**config.mk**
```make
export PLATFORM = sky130hd
export DESIGN_NAME = divider_unit
export DESIGN_NICKNAME = d
export VERILOG_FILES = /design/src/rtl/divider_unit.sv
export SDC_FILE = /design/constraint.sdc
export NUM_CORES = 1
export LEC_CHECK = 0
export BUFFER_PORTS_ARGS = -buffer_cell sky130_fd_sc_hd__buf_2
export CORE_MARGIN = 10
export CORE_UTILIZATION = 55
export DETAILED_ROUTE_END_ITERATION = 6
export PLACE_DENSITY = 0.78
export SYNTH_ARGS = -nofsm -noshare
export SYNTH_HDL_FRONTEND = slang
export SYNTH_SLANG_ARGS = --single-unit
```
**constraint.sdc**
```tcl
create_clock -name clock -period 8.3 [get_ports clock]
set_input_delay 1.245 -clock clock [delete_from_list [all_inputs] [get_ports clock]]
set_output_delay 1.245 -clock clock [all_outputs]
set_load 0.01 [all_outputs]
```
**src/rtl/divider_unit.sv**
```systemverilog
// Sequential 32-bit signed restoring divider (MIPS DIV semantics): LO = quotient, HI = remainder.
// Optional macro DIV_ZERO_EXC_EN: flag a zero divisor at capture and finish in one cycle.
module divider_unit (
  input  logic               clock,
  input  logic               reset,
  input  logic signed [31:0] RegAOut,
  input  logic signed [31:0] RegBOut,
  input  logic               DivCtrl,
  output logic               DivDone,
  output logic               DivZero,
  output logic        [5:0]  counter,
  output logic        [31:0] DivHIOut,
  output logic        [31:0] DivLOOut
);

  localparam int DATA_W = 32;

  typedef enum logic [1:0] {IDLE, RUN, FIX, DONE} state_t;

  state_t              state;
  logic [DATA_W:0]     rem;
  logic [DATA_W-1:0]   quo;
  logic [DATA_W-1:0]   mag_b;
  logic                sign_a;
  logic                sign_b;
  logic [DATA_W:0]     trial;
  logic [DATA_W:0]     diff;
  logic                fits;

  // |0x80000000| stays 0x80000000 because the result is read as unsigned
  function automatic logic [DATA_W-1:0] magnitude(input logic signed [DATA_W-1:0] x);
    magnitude = x[DATA_W-1] ? DATA_W'(-x) : DATA_W'(x);
  endfunction

  function automatic logic [DATA_W-1:0] apply_sign(input logic [DATA_W-1:0] mag,
                                                   input logic neg);
    apply_sign = neg ? (~mag + DATA_W'(1)) : mag;
  endfunction

  // Quotient register doubles as the dividend shifter: its MSB feeds the remainder.
  always_comb begin
    trial = {rem[DATA_W-1:0], quo[DATA_W-1]};
    diff  = trial - {1'b0, mag_b};
    fits  = (trial >= {1'b0, mag_b});
  end

`ifdef DIV_ZERO_EXC_EN
  logic div_zero_q;
  assign DivZero = div_zero_q;
`else
  assign DivZero = 1'b0;
`endif

  always_ff @(posedge clock or negedge reset) begin
    if (!reset) begin
      state    <= IDLE;
      counter  <= '0;
      DivDone  <= 1'b0;
      DivHIOut <= '0;
      DivLOOut <= '0;
      rem      <= '0;
      quo      <= '0;
      mag_b    <= '0;
      sign_a   <= 1'b0;
      sign_b   <= 1'b0;
`ifdef DIV_ZERO_EXC_EN
      div_zero_q <= 1'b0;
`endif
    end else begin
      case (state)
        IDLE: begin
          if (DivCtrl) begin
            quo     <= magnitude(RegAOut);
            mag_b   <= magnitude(RegBOut);
            sign_a  <= RegAOut[DATA_W-1];
            sign_b  <= RegBOut[DATA_W-1];
            rem     <= '0;
            counter <= '0;
            DivDone <= 1'b0;
            state   <= RUN;
`ifdef DIV_ZERO_EXC_EN
            div_zero_q <= 1'b0;
            if (RegBOut == '0) begin
              div_zero_q <= 1'b1;
              DivDone    <= 1'b1;
              state      <= DONE;
            end
`endif
          end
        end
        RUN: begin
          if (!DivCtrl) begin
            state <= IDLE;
          end else begin
            rem     <= fits ? diff : trial;
            quo     <= {quo[DATA_W-2:0], fits};
            counter <= counter + 6'd1;
            if (counter == 6'd31) state <= FIX;
          end
        end
        FIX: begin
          if (!DivCtrl) begin
            state <= IDLE;
          end else begin
            DivLOOut <= apply_sign(quo, sign_a ^ sign_b);
            DivHIOut <= apply_sign(rem[DATA_W-1:0], sign_a);
            DivDone  <= 1'b1;
            state    <= DONE;
          end
        end
        DONE: begin
          if (!DivCtrl) begin
            DivDone <= 1'b0;
`ifdef DIV_ZERO_EXC_EN
            div_zero_q <= 1'b0;
`endif
            state   <= IDLE;
          end
        end
        default: state <= IDLE;
      endcase
    end
  end

endmodule

```
* Yosys cells after proc, flatten, opt, wreduce, memory -nomap -nowiden
Cells that the tools add are included.
** Storage, ports and cells
- Register bits :: 171
- Input port bits :: 67
- Output and inout port bits :: 72
- Word-level logic and storage cells :: 61
** Cells by class
- Add/sub/neg operators :: 6
- Order comparisons :: 1
- Equality and inequality tests :: 9
- Multiplexer cells :: 24
- Bitwise logic cells :: 3
- Reductions and logical operators :: 8
** Operators by type and width (count)
- 2-to-1 mux 32 bit :: 9
- one-hot mux 32 bit (2 select lines) :: 2
- adder 32 x 1 -> 32 bit, second input constant :: 2
- negation 32 bit :: 2
- NOT 32 bit :: 2
- greater-or-equal comparator 33 x 32 -> 1 bit :: 1
- subtractor 32 bit :: 1
- 2-to-1 mux 6 bit :: 2
- one-hot mux 6 bit (2 select lines) :: 1
- 2-to-1 mux 2 bit :: 5
- inequality test 2 bit, second input constant :: 4
- one-hot mux 2 bit (4 select lines) :: 1
- adder 6 x 1 -> 6 bit, second input constant :: 1
- == test 6 x 5 -> 1 bit, second input constant :: 1
- AND reduction 3 bit :: 2
- == test 2 bit, second input constant :: 2
- AND reduction 2 bit :: 2
- AND reduction 4 bit :: 1
- 2-to-1 mux 1 bit :: 3
- inequality test 3 bit, second input constant :: 1
- one-hot mux 1 bit (3 select lines) :: 1
- nonzero test 3 bit :: 1
- == test 2 x 1 -> 1 bit, second input constant :: 1
- zero test 2 bit :: 1
- 2 further kinds :: 2

* Depth between registers and ports, before layout
Gate-level depths: netlist of run 1.
- Depth after elaboration :: 4
- Mapped depth :: 13
- Mapped depth without buffers :: 13

* Worst setup path after synthesis of run 1
OpenSTA, ideal clock, no wires.
- Path kind :: input -> register
- Start point :: input port RegAOut[16]
- End point :: register quo[29]
- Setup time :: 130 ps
- Data arrival time :: 3688 ps
- Required time :: 8170 ps
- Slack :: 4482 ps
- Cell stages on the path :: 8
- Buffers on the path :: 0
- Cells stage by stage :: or4_4 > or4b_4 > or3_4 > or3_1 > or2_2 > o41ai_2 > xor2_1 > o21ai_1
** Between the ends
- Word-level cells in the longest chain between the ends :: 4
** RTL lines
- start: declaration :: RTL line 6 : input logic signed [31:0] RegAOut,
- negation 32 bit :: RTL line 32 : magnitude = x[DATA_W-1] ? DATA_W'(-x) : DATA_W'(x);
- 2-to-1 mux 32 bit :: RTL line 32
- 2-to-1 mux 32 bit :: RTL line 72 : if (DivCtrl) begin
- one-hot mux 32 bit (2 select lines) :: RTL line 70 : case (state)
- end signal: assignment :: RTL line 73 : quo <= magnitude(RegAOut);
- end signal: assignment :: RTL line 96 : quo <= {quo[DATA_W-2:0], fits};
- end: declaration :: RTL line 22 : logic [DATA_W-1:0] quo;
No other way between the ends. The select of a mux whose other input is x is not followed.
A chain may end at the register's enable or synchronous reset.

* Worst setup path in the final report of run 1
- Start point :: register rem[3]
- End point :: register rem[29]
** Between the ends
- Word-level cells in the longest chain between the ends :: 4
- Elaborated cells between the ends (all ways) :: 5
- Classes of those cells :: add/sub (1); order compare (1); mux (3)
** RTL lines
- start: declaration :: RTL line 21 : logic [DATA_W:0] rem;
- start signal: assignment :: RTL line 95 : rem <= fits ? diff : trial;
- subtractor 32 bit / greater-or-equal comparator 33 x 32 -> 1 bit (equally long branches) :: RTL line 43, 44
- 2-to-1 mux 32 bit * :: RTL line 95
- 2-to-1 mux 32 bit * :: RTL line 92 : if (!DivCtrl) begin
- one-hot mux 32 bit (2 select lines) * :: RTL line 70
Every way passes the cells marked *; elsewhere a longest branch is shown, timed or not. The select of a mux whose other input is x is not followed.

==> results of run 1 <==
## worst register-to-register path, cell delays in order (launching register included)
cell	delay, ns
dfrtp_1	0.46
ha_1	0.40
nand3_1	0.12
o21bai_1	0.23
a311oi_1	0.47
o21ai_0	0.14
a21oi_1	0.36
nor3_1	0.12
o41a_1	0.45
buf_4	0.32
or3b_2	0.52
a21oi_1	0.13
## cell usage after synthesis, types with 15 or more instances
| cell | count | share of area |
|---|---|---|
| ha_1 | 37 | 0.042 |
| dfrtp_1 | 171 | 0.39 |
| clkbuf_1 | 66 | 0.023 |
| nand2_1 | 217 | 0.074 |
| o21ai_0 | 203 | 0.093 |
| inv_1 | 49 | 0.017 |
| or4_1 | 17 | 0.012 |
| a21oi_1 | 73 | 0.033 |
| mux2i_1 | 24 | 0.022 |
| a21o_1 | 20 | 0.014 |
| xnor2_1 | 39 | 0.031 |
| nor2_1 | 56 | 0.019 |
| nand3_1 | 15 | 0.0069 |
| nor3_1 | 19 | 0.0087 |
| o31ai_1 | 39 | 0.027 |
| xor2_1 | 108 | 0.086 |
## cells by family after synthesis
family          count (synthesis)  synth area share
buf+inv                       121            0.0420
mux                            24            0.0220
flops                         171             0.391
simple gates                  400             0.167
fa+ha+maj                      38            0.0441
other cells                     1          0.000343
xor+xnor                      147             0.118
compound gates                402             0.216
## registers in the layout, indices dropped and copies added (netlist names)
| register | flops |
|---|---|
| DivDone | 1 |
| DivHIOut | 32 |
| DivLOOut | 32 |
| counter | 6 |
| mag_b | 32 |
| quo | 32 |
| rem | 32 |
| sign_a | 1 |
| sign_b | 1 |
| state | 2 |
## per-layer routing
metal / vias up / global-route usage
met5: - / 0
met3: 33 / 0.0447
met1: 4502 / 0.300
met4: 0 / 0.0641
li1: 4785 / -
met2: 312 / 0.328
## worst min path at each step
| stage | cells past startpoint | startpoint | endpoint |
|---|---|---|---|
| global placement | 2 | DivLOOut[18] | DivLOOut[18] |
| global route | 2 | mag_b[18] | mag_b[18] |
| finish | 2 | DivLOOut[6] | DivLOOut[6] |
| CTS | 2 | DivHIOut[6] | DivHIOut[6] |
| detailed placement | 2 | DivLOOut[6] | DivLOOut[6] |
| floorplan | 2 | mag_b[31] | mag_b[31] |
## power breakdown
group / internal (mW) / switching (mW) / leakage [nW] / total, mW
Sequential: 0.966 / 0.236 / 2.24 / 1.20
Clock: 0.441 / 0.349 / 0.273 / 0.790
Combinational: 0.702 / 0.949 / 3.35 / 1.65
## cell type report
type / count / share of cell area
Antenna cell: 3 / 0.000608
Tap cell: 265 / 0.0268
Sequential cell: 171 / 0.346
Inverter: 50 / 0.0152
Multi-Input combinational cell: 1012 / 0.504
Clock inverter: 11 / 0.00881
Timing Repair Buffer: 144 / 0.0603
Clock buffer: 21 / 0.0381
## placed cells by master (no fill, tap or decap), types with 8 or more instances in the layout
master	netlist	final
dfrtp_1	171	171
o41ai_1	14	14
xor2_1	108	108
or4_1	17	17
nand4_1	11	11
nor3_1	19	19
and3_1	14	14
nand2b_1	9	9
nor4_1	8	8
inv_1	49	49
o31ai_1	39	39
nand3_1	15	14
mux2i_1	24	24
xnor2_1	39	39
nand2_1	217	215
clkbuf_16	0	17
a21o_1	20	20
a21oi_1	73	73
ha_1	37	37
o21ai_0	203	203
or3_1	9	9
buf_2	1	136
nor2_1	56	56
## per-stage QoR
| stage | std cells | util | hold slack (ns) | area [sq um] | power, mW |
|---|---|---|---|---|---|
| floorplan | 1304 | - | 0.449 | 10900 | 2.41 |
| global placement | 1642 | 0.603 | 0.456 | 11800 | 2.79 |
| detailed placement | 1642 | 0.603 | 0.465 | 11800 | 2.84 |
| CTS | 1674 | 0.632 | 0.480 | 12300 | 3.63 |
| global route | 1677 | 0.633 | 0.495 | 12400 | 3.90 |
| finish | 1677 | 0.633 | 0.475 | 12400 | 3.64 |
==> results by group, run 1 <==
Worst hold path
  – Hold Crit Class: register to register

Floorplanning
  – Core area: 19500 sq um
  – Initial core utilization: 0.560
  – Die area: 25900 sq um
  – Die Span Y: 161 um
  – I/O pins: 139
  – Chip width: 161 um
  – Core Rows: between 50 and 60

Clocking
  – Clk sinks: around 170
  – CTS H-Tree Depth: 4
  – CTS Buffer Depth: 2
  – Post-CTS setup buffers: 0
  – CTS Buf Count: 17
  – Clk root buf: clkbuf_16
  – Clock transition at path regs: 0.07 ns
  – Post-CTS sizing: 0
  – CTS tree: yes
  – Clk_lat worst skew: 0.44 ns
  – # hold bufs at CTS: 0

Final layout
  – FF+latch area: 4280 sq um
  – Multi-input logic area: just over 6000 sq um
  – Fillers: ~1700
  – Nets: 1501
  – Layout cells sized above 1: 0.136
  – Area Growth Syn to Fin: 12.9%

Drt
  – DRT Wirelength: 28000 um
  – First drt pass iteration count: 6
  – DRC errors left: 0
  – Uppermost layer routed: met4
  – Wire per inst: 16.7 um
  – Post-route ant nets: 0
  – Post-DR vias/cell: ~5.7
  – Metal2 WL: 12500 um
  – Routed length on met1: 13100 um
  – Met3 routed WL: 1920 um
  – DR vias: roughly 9600
  – Detailed Route Iter0 Violations: 665

Critical path
  – R2R cell count: 11
  – Reg2reg start: rem[3]
  – Crit Path Category: register to register
  – Critical Path Fanout Max: 31
  – Startpoint types: register
  – Setup crit start: rem[3]
  – R2r setup slk: 4.51 ns
  – Slowest cell on the critical path: or3b_2
  – Crit Reg-Reg Endpoint: rem[29]
  – Critical Path RT: 8.66 ns
  – CP Depth: 11
  – Slowest stage delay, CP: 0.51 ns
  – CP Capture Point: rem[29]
  – CP Buf/Inv Count: 1
  – CP top delay family: compound AO/OA/AOI/OAI gates
  – CP most frequent cell: a21oi_1
  – Crit path DAT: around 4.1 ns
  – Ordered cell list for the critical path: ha_1 > nand3_1 > o21bai_1 > a311oi_1 > o21ai_0 > a21oi_1 > nor3_1 > o41a_1 > buf_4 > or3b_2 > a21oi_1
  – Endpoint class of the critical path: register

Yosys
  – Number of synthesis warnings: 0
  – Asr flop ratio synth: 1.00
  – Ys flop type: dfrtp_1
  – Syn_nets: 1409
  – EDFF count, synth: 0
  – Syn avg cell area: 8.39 sq um
  – Number of distinct library cells after synthesis: 60
  – #FFs+latches synth: 171
  – Synthesized area: 10900 sq um
  – Sequential area share after synthesis: 0.391
  – Gate Count Post-Synth: 1304

Timing
  – Skew final: 0.00847 ns
  – Fin crit share: 0.456
  – Final TNS setup: 0 ns
  – Final setup violation count: 0
  – Final Max Slew Viols: 0
  – Slew @ Worst Pin: 1.12 ns
  – PnR worst setup slack: 4.51 ns
  – Rel. slew slack: 0.247
  – Final Hold Violating Endpoints: 0
  – Crit path time final: 3.79 ns
  – Fmax: roughly 260 MHz
  – RSZ-0062 raised after global routing: false

GRT
  – Vias in the first global route: 9236
  – Total GRT Usage: 0.215
  – First-pass GRT wire length: 46500 um
  – GRT overflow: 0
  – Initial antenna violation count: 3
  – Largest net degree at the start of global routing: 129

Place
  – Dpl hpwl: 21000 um
  – Port Buffers: 137
  – Dpl ws: 4.18 ns
  – GP Congestion: 0.903

Power
  – Max VDD drop: 175 uV
  – Cell Pwr Density: a little under 300 nW/um^2
  – Leakage power: 5.87 nW

Outcome
  – Outcome: completed

Flow run
  – Max-cap violation count: 0
Power figures use the tool's default switching activity.
==> inputs of run 2 (changes only) <==
- ABC_AREA: not set -> 1
- PLACE_DENSITY: 0.78 -> 0.77
- clock period: 8.3 -> 3.9 ns (I/O delays scaled with it)
==> results by group, run 2 <==
Power
  – Leakage power: 8.04 nW (+37%)
  – Max VDD drop: 236 uV (+35%)
  – Pwr Total: 8.80 mW (+140%)
  – Cell Pwr Density: 598 nW/um^2 (+100%)

Critical path
  – Setup crit start: rem[7]
  – Reg2reg start: rem[7]
  – Endpoint class of the critical path: register
  – Critical Path Fanout Max: 33 (+6.5%)
  – Startpoint types: register
  – Critical Path RT: 4.27 ns (-4.39 ns)
  – Crit Path Category: register to register
  – Crit path DAT: 3.11 ns (-1.03 ns)

Timing
  – Rel. slew slack: 0.487 (+0.240)
  – Crit path time final: 2.75 ns (-1.04 ns)
  – Fmax: 364 MHz (+38%)
  – Skew final: 0.0154 ns (+0.00695 ns)
  – Slew @ Worst Pin: 0.769 ns (-0.356 ns)
  – Fin crit share: 0.704 (+0.248)
  – Final Max Slew Viols: 0 (unchanged)
  – Final Hold Violating Endpoints: 0 (unchanged)
  – Final TNS setup: 0 ns (unchanged)
  – RSZ-0062 raised after global routing: false
  – Final setup violation count: 0 (unchanged)
  – Final Hold Slack: 0.112 ns (-0.363 ns)

Drt
  – First drt pass iteration count: 6 (unchanged)
  – Post-route ant nets: 0 (unchanged)
  – DR vias: 13936 (+45%)
  – DRT Wirelength: 42500 um (+52%)
  – Post-DR vias/cell: 5.52 (-3.9%)
  – DRC errors left: 0 (unchanged)
  – Wire per inst: 16.8 um (+0.76%)
  – Detailed Route Iter0 Violations: 1576 (+140%)

Clocking
  – Clk root buf: clkbuf_16
  – CTS Buffer Depth: 2 (unchanged)
  – Clk sinks: 171 (unchanged)
  – Clock transition at path regs: 0.07 ns (about the same)
  – CTS Buf Count: 17 (unchanged)
  – # hold bufs at CTS: 0 (unchanged)
  – CTS H-Tree Depth: 4 (unchanged)
  – CTS tree: yes
  – Post-CTS setup buffers: 0 (unchanged)
  – Clk_lat worst skew: 0.44 ns (about the same)
  – Post-CTS sizing: 0 (unchanged)

GRT
  – Largest net degree at the start of global routing: 74 (-43%)
  – Total GRT Usage: 0.275 (+0.0602)
  – First-pass GRT wire length: 68400 um (+47%)
  – Vias in the first global route: 12598 (+36%)
  – GRT overflow: 0 (unchanged)
  – Initial antenna violation count: 0 (-3)

Final layout
  – Post-Layout Cell Count: 2526 (+51%)
  – Commonest cells after routing, fill and taps aside: 694 x nand2_1, 290 x inv_1, 205 x nand3_1
  – Inserted Diodes: 0 (-3)
  – Layout cells sized above 1: 0.104 (-0.0325)
  – Area Growth Syn to Fin: 11.1%
  – Nets: 2301 (+53%)
  – Commonest non-fill, non-tap cell in the layout: nand2_1
  – Fillers: 2320 (+37%)
  – FF+latch area: 4280 sq um (unchanged)
  – Design Area, Final: 14700 sq um (+19%)
  – Multi-input logic area: 7570 sq um (+22%)

Place
  – Placed Area: 14200 sq um (+21%)
  – Cells after DPL: 2496 (+52%)
  – GP Congestion: 1.02 (+13%)
  – Dpl hpwl: 33600 um (+60%)
  – Port Buffers: 137 (unchanged)

Floorplanning
  – Core area: 23600 sq um (+21%)
  – Die Span Y: 175 um (+8.8%)
  – Core Rows: 56 (+9.8%)
  – I/O pins: 139 (unchanged)
  – Initial core utilization: 0.561 (+0.00104)
  – Die area: 30700 sq um (+18%)
  – Chip width: 175 um (+8.8%)

Yosys
  – Synth area leaders: dfrtp_1 32%, nand2_1 20%, inv_1 8.2%
  – Synthesized area: 13300 sq um (+21%)
  – EDFF count, synth: 0 (unchanged)
  – Sequential area share after synthesis: 0.323 (-0.0683)
  – Gate Count Post-Synth: 2091 (+60%)
  – Top cell type by total area after synthesis: dfrtp_1
  – Ys flop type: dfrtp_1
  – Syn_nets: 2196 (+56%)
  – Count leader, synth: nand2_1
  – Number of synthesis warnings: 0 (unchanged)
  – Top cells by count, synth: 694 x nand2_1, 291 x inv_1, 205 x nand3_1, 180 x nor2_1, 171 x dfrtp_1
  – Yosys top cell area share: 0.323 (-0.0683)
  – Syn avg cell area: 6.34 sq um (-24%)
  – #FFs+latches synth: 171 (unchanged)
  – Asr flop ratio synth: 1.00 (unchanged)
  – Number of distinct library cells after synthesis: 48 (-20%)

Worst hold path
  – Hold Crit Class: primary input to async pin

Flow run
  – Max-cap violation count: 0 (unchanged)

Outcome
  – Outcome: completed
-- run 2: cell types whose count changed after synthesis, sizes merged, moves of 22 or more --
| cell | previous run | this run |
|---|---|---|
| xor2 | 108 | 63 |
| xnor2 | 39 | 17 |
| o31ai | 39 | 2 |
| inv | 49 | 300 |
| clkbuf | 66 | 38 |
| nor2 | 56 | 194 |
| nand2 | 217 | 700 |
| o21ai | 205 | 142 |
| mux2i | 24 | 0 |
| nand3 | 15 | 207 |
-- run 2: metrics by stage --
step / setup WS, ns / utilization
global placement: 1.24 / 0.601
global route: 0.871 / 0.624
floorplan: 1.92 / -
CTS: 1.16 / 0.624
detailed placement: 1.18 / 0.601
finish: 1.15 / 0.624
-- run 2: final timing paths --
check                                to  slack [ns]  cells after the start
min in group clock            mag_b[28]        0.44                      3
setup reg to reg                rem[15]        1.15                     15
hold reg to reg             DivLOOut[2]        0.48                      2
setup / recovery                rem[15]        1.15                     15
max in group asynchronous  DivHIOut[18]        2.89                      2
hold / removal               counter[0]        0.11                      1
-- run 2: cells by family after synthesis --
kind of cell             count (synthesis)  synth area share
other                                    1          0.000283
AO/OA/AOI/OAI                          244             0.100
AND/OR/NAND/NOR                       1194             0.381
flip-flops                             171             0.323
adder cells (fa/ha/maj)                 38            0.0364
buffers and inverters                  363             0.106
XOR/XNOR                                80            0.0528
-- run 2: worst max-delay path, stage by stage (launching register included) --
cell     delay, ns
dfrtp_1       0.50
ha_1          0.42
nand2_1       0.15
inv_1         0.05
nand2_1       0.06
nand2_1       0.10
inv_2         0.07
nand3_2       0.13
nand2_2       0.10
nand2_2       0.07
nand3_2       0.05
buf_4         0.32
nand2_4       0.30
nand2_1       0.17
nand3_1       0.09
nand2_1       0.08
-- run 2: final cells by class --
class                           count  share of cell area
Multi-Input combinational cell   1557               0.514
Sequential cell                   171               0.291
Inverter                          300              0.0765
Timing Repair Buffer              149              0.0548
Clock buffer                       20              0.0310
Tap cell                          319              0.0271
Clock inverter                     10             0.00578
-- run 2: per-layer routing --
layer | vias up | GRT usage | part of all wire
li1 | 6828 | - | -
met1 | 6365 | 0.426 | 0.48
met2 | 710 | 0.369 | 0.39
met3 | 33 | 0.0751 | 0.12
met4 | 0 | 0.0530 | 0.011
met5 | - | 0 | 0
-- run 2: power breakdown --
group	internal, mW	switching (mW)
Clock	0.856	0.796
Combinational	1.52	3.19
Sequential	2.04	0.399
Total	4.42	4.38
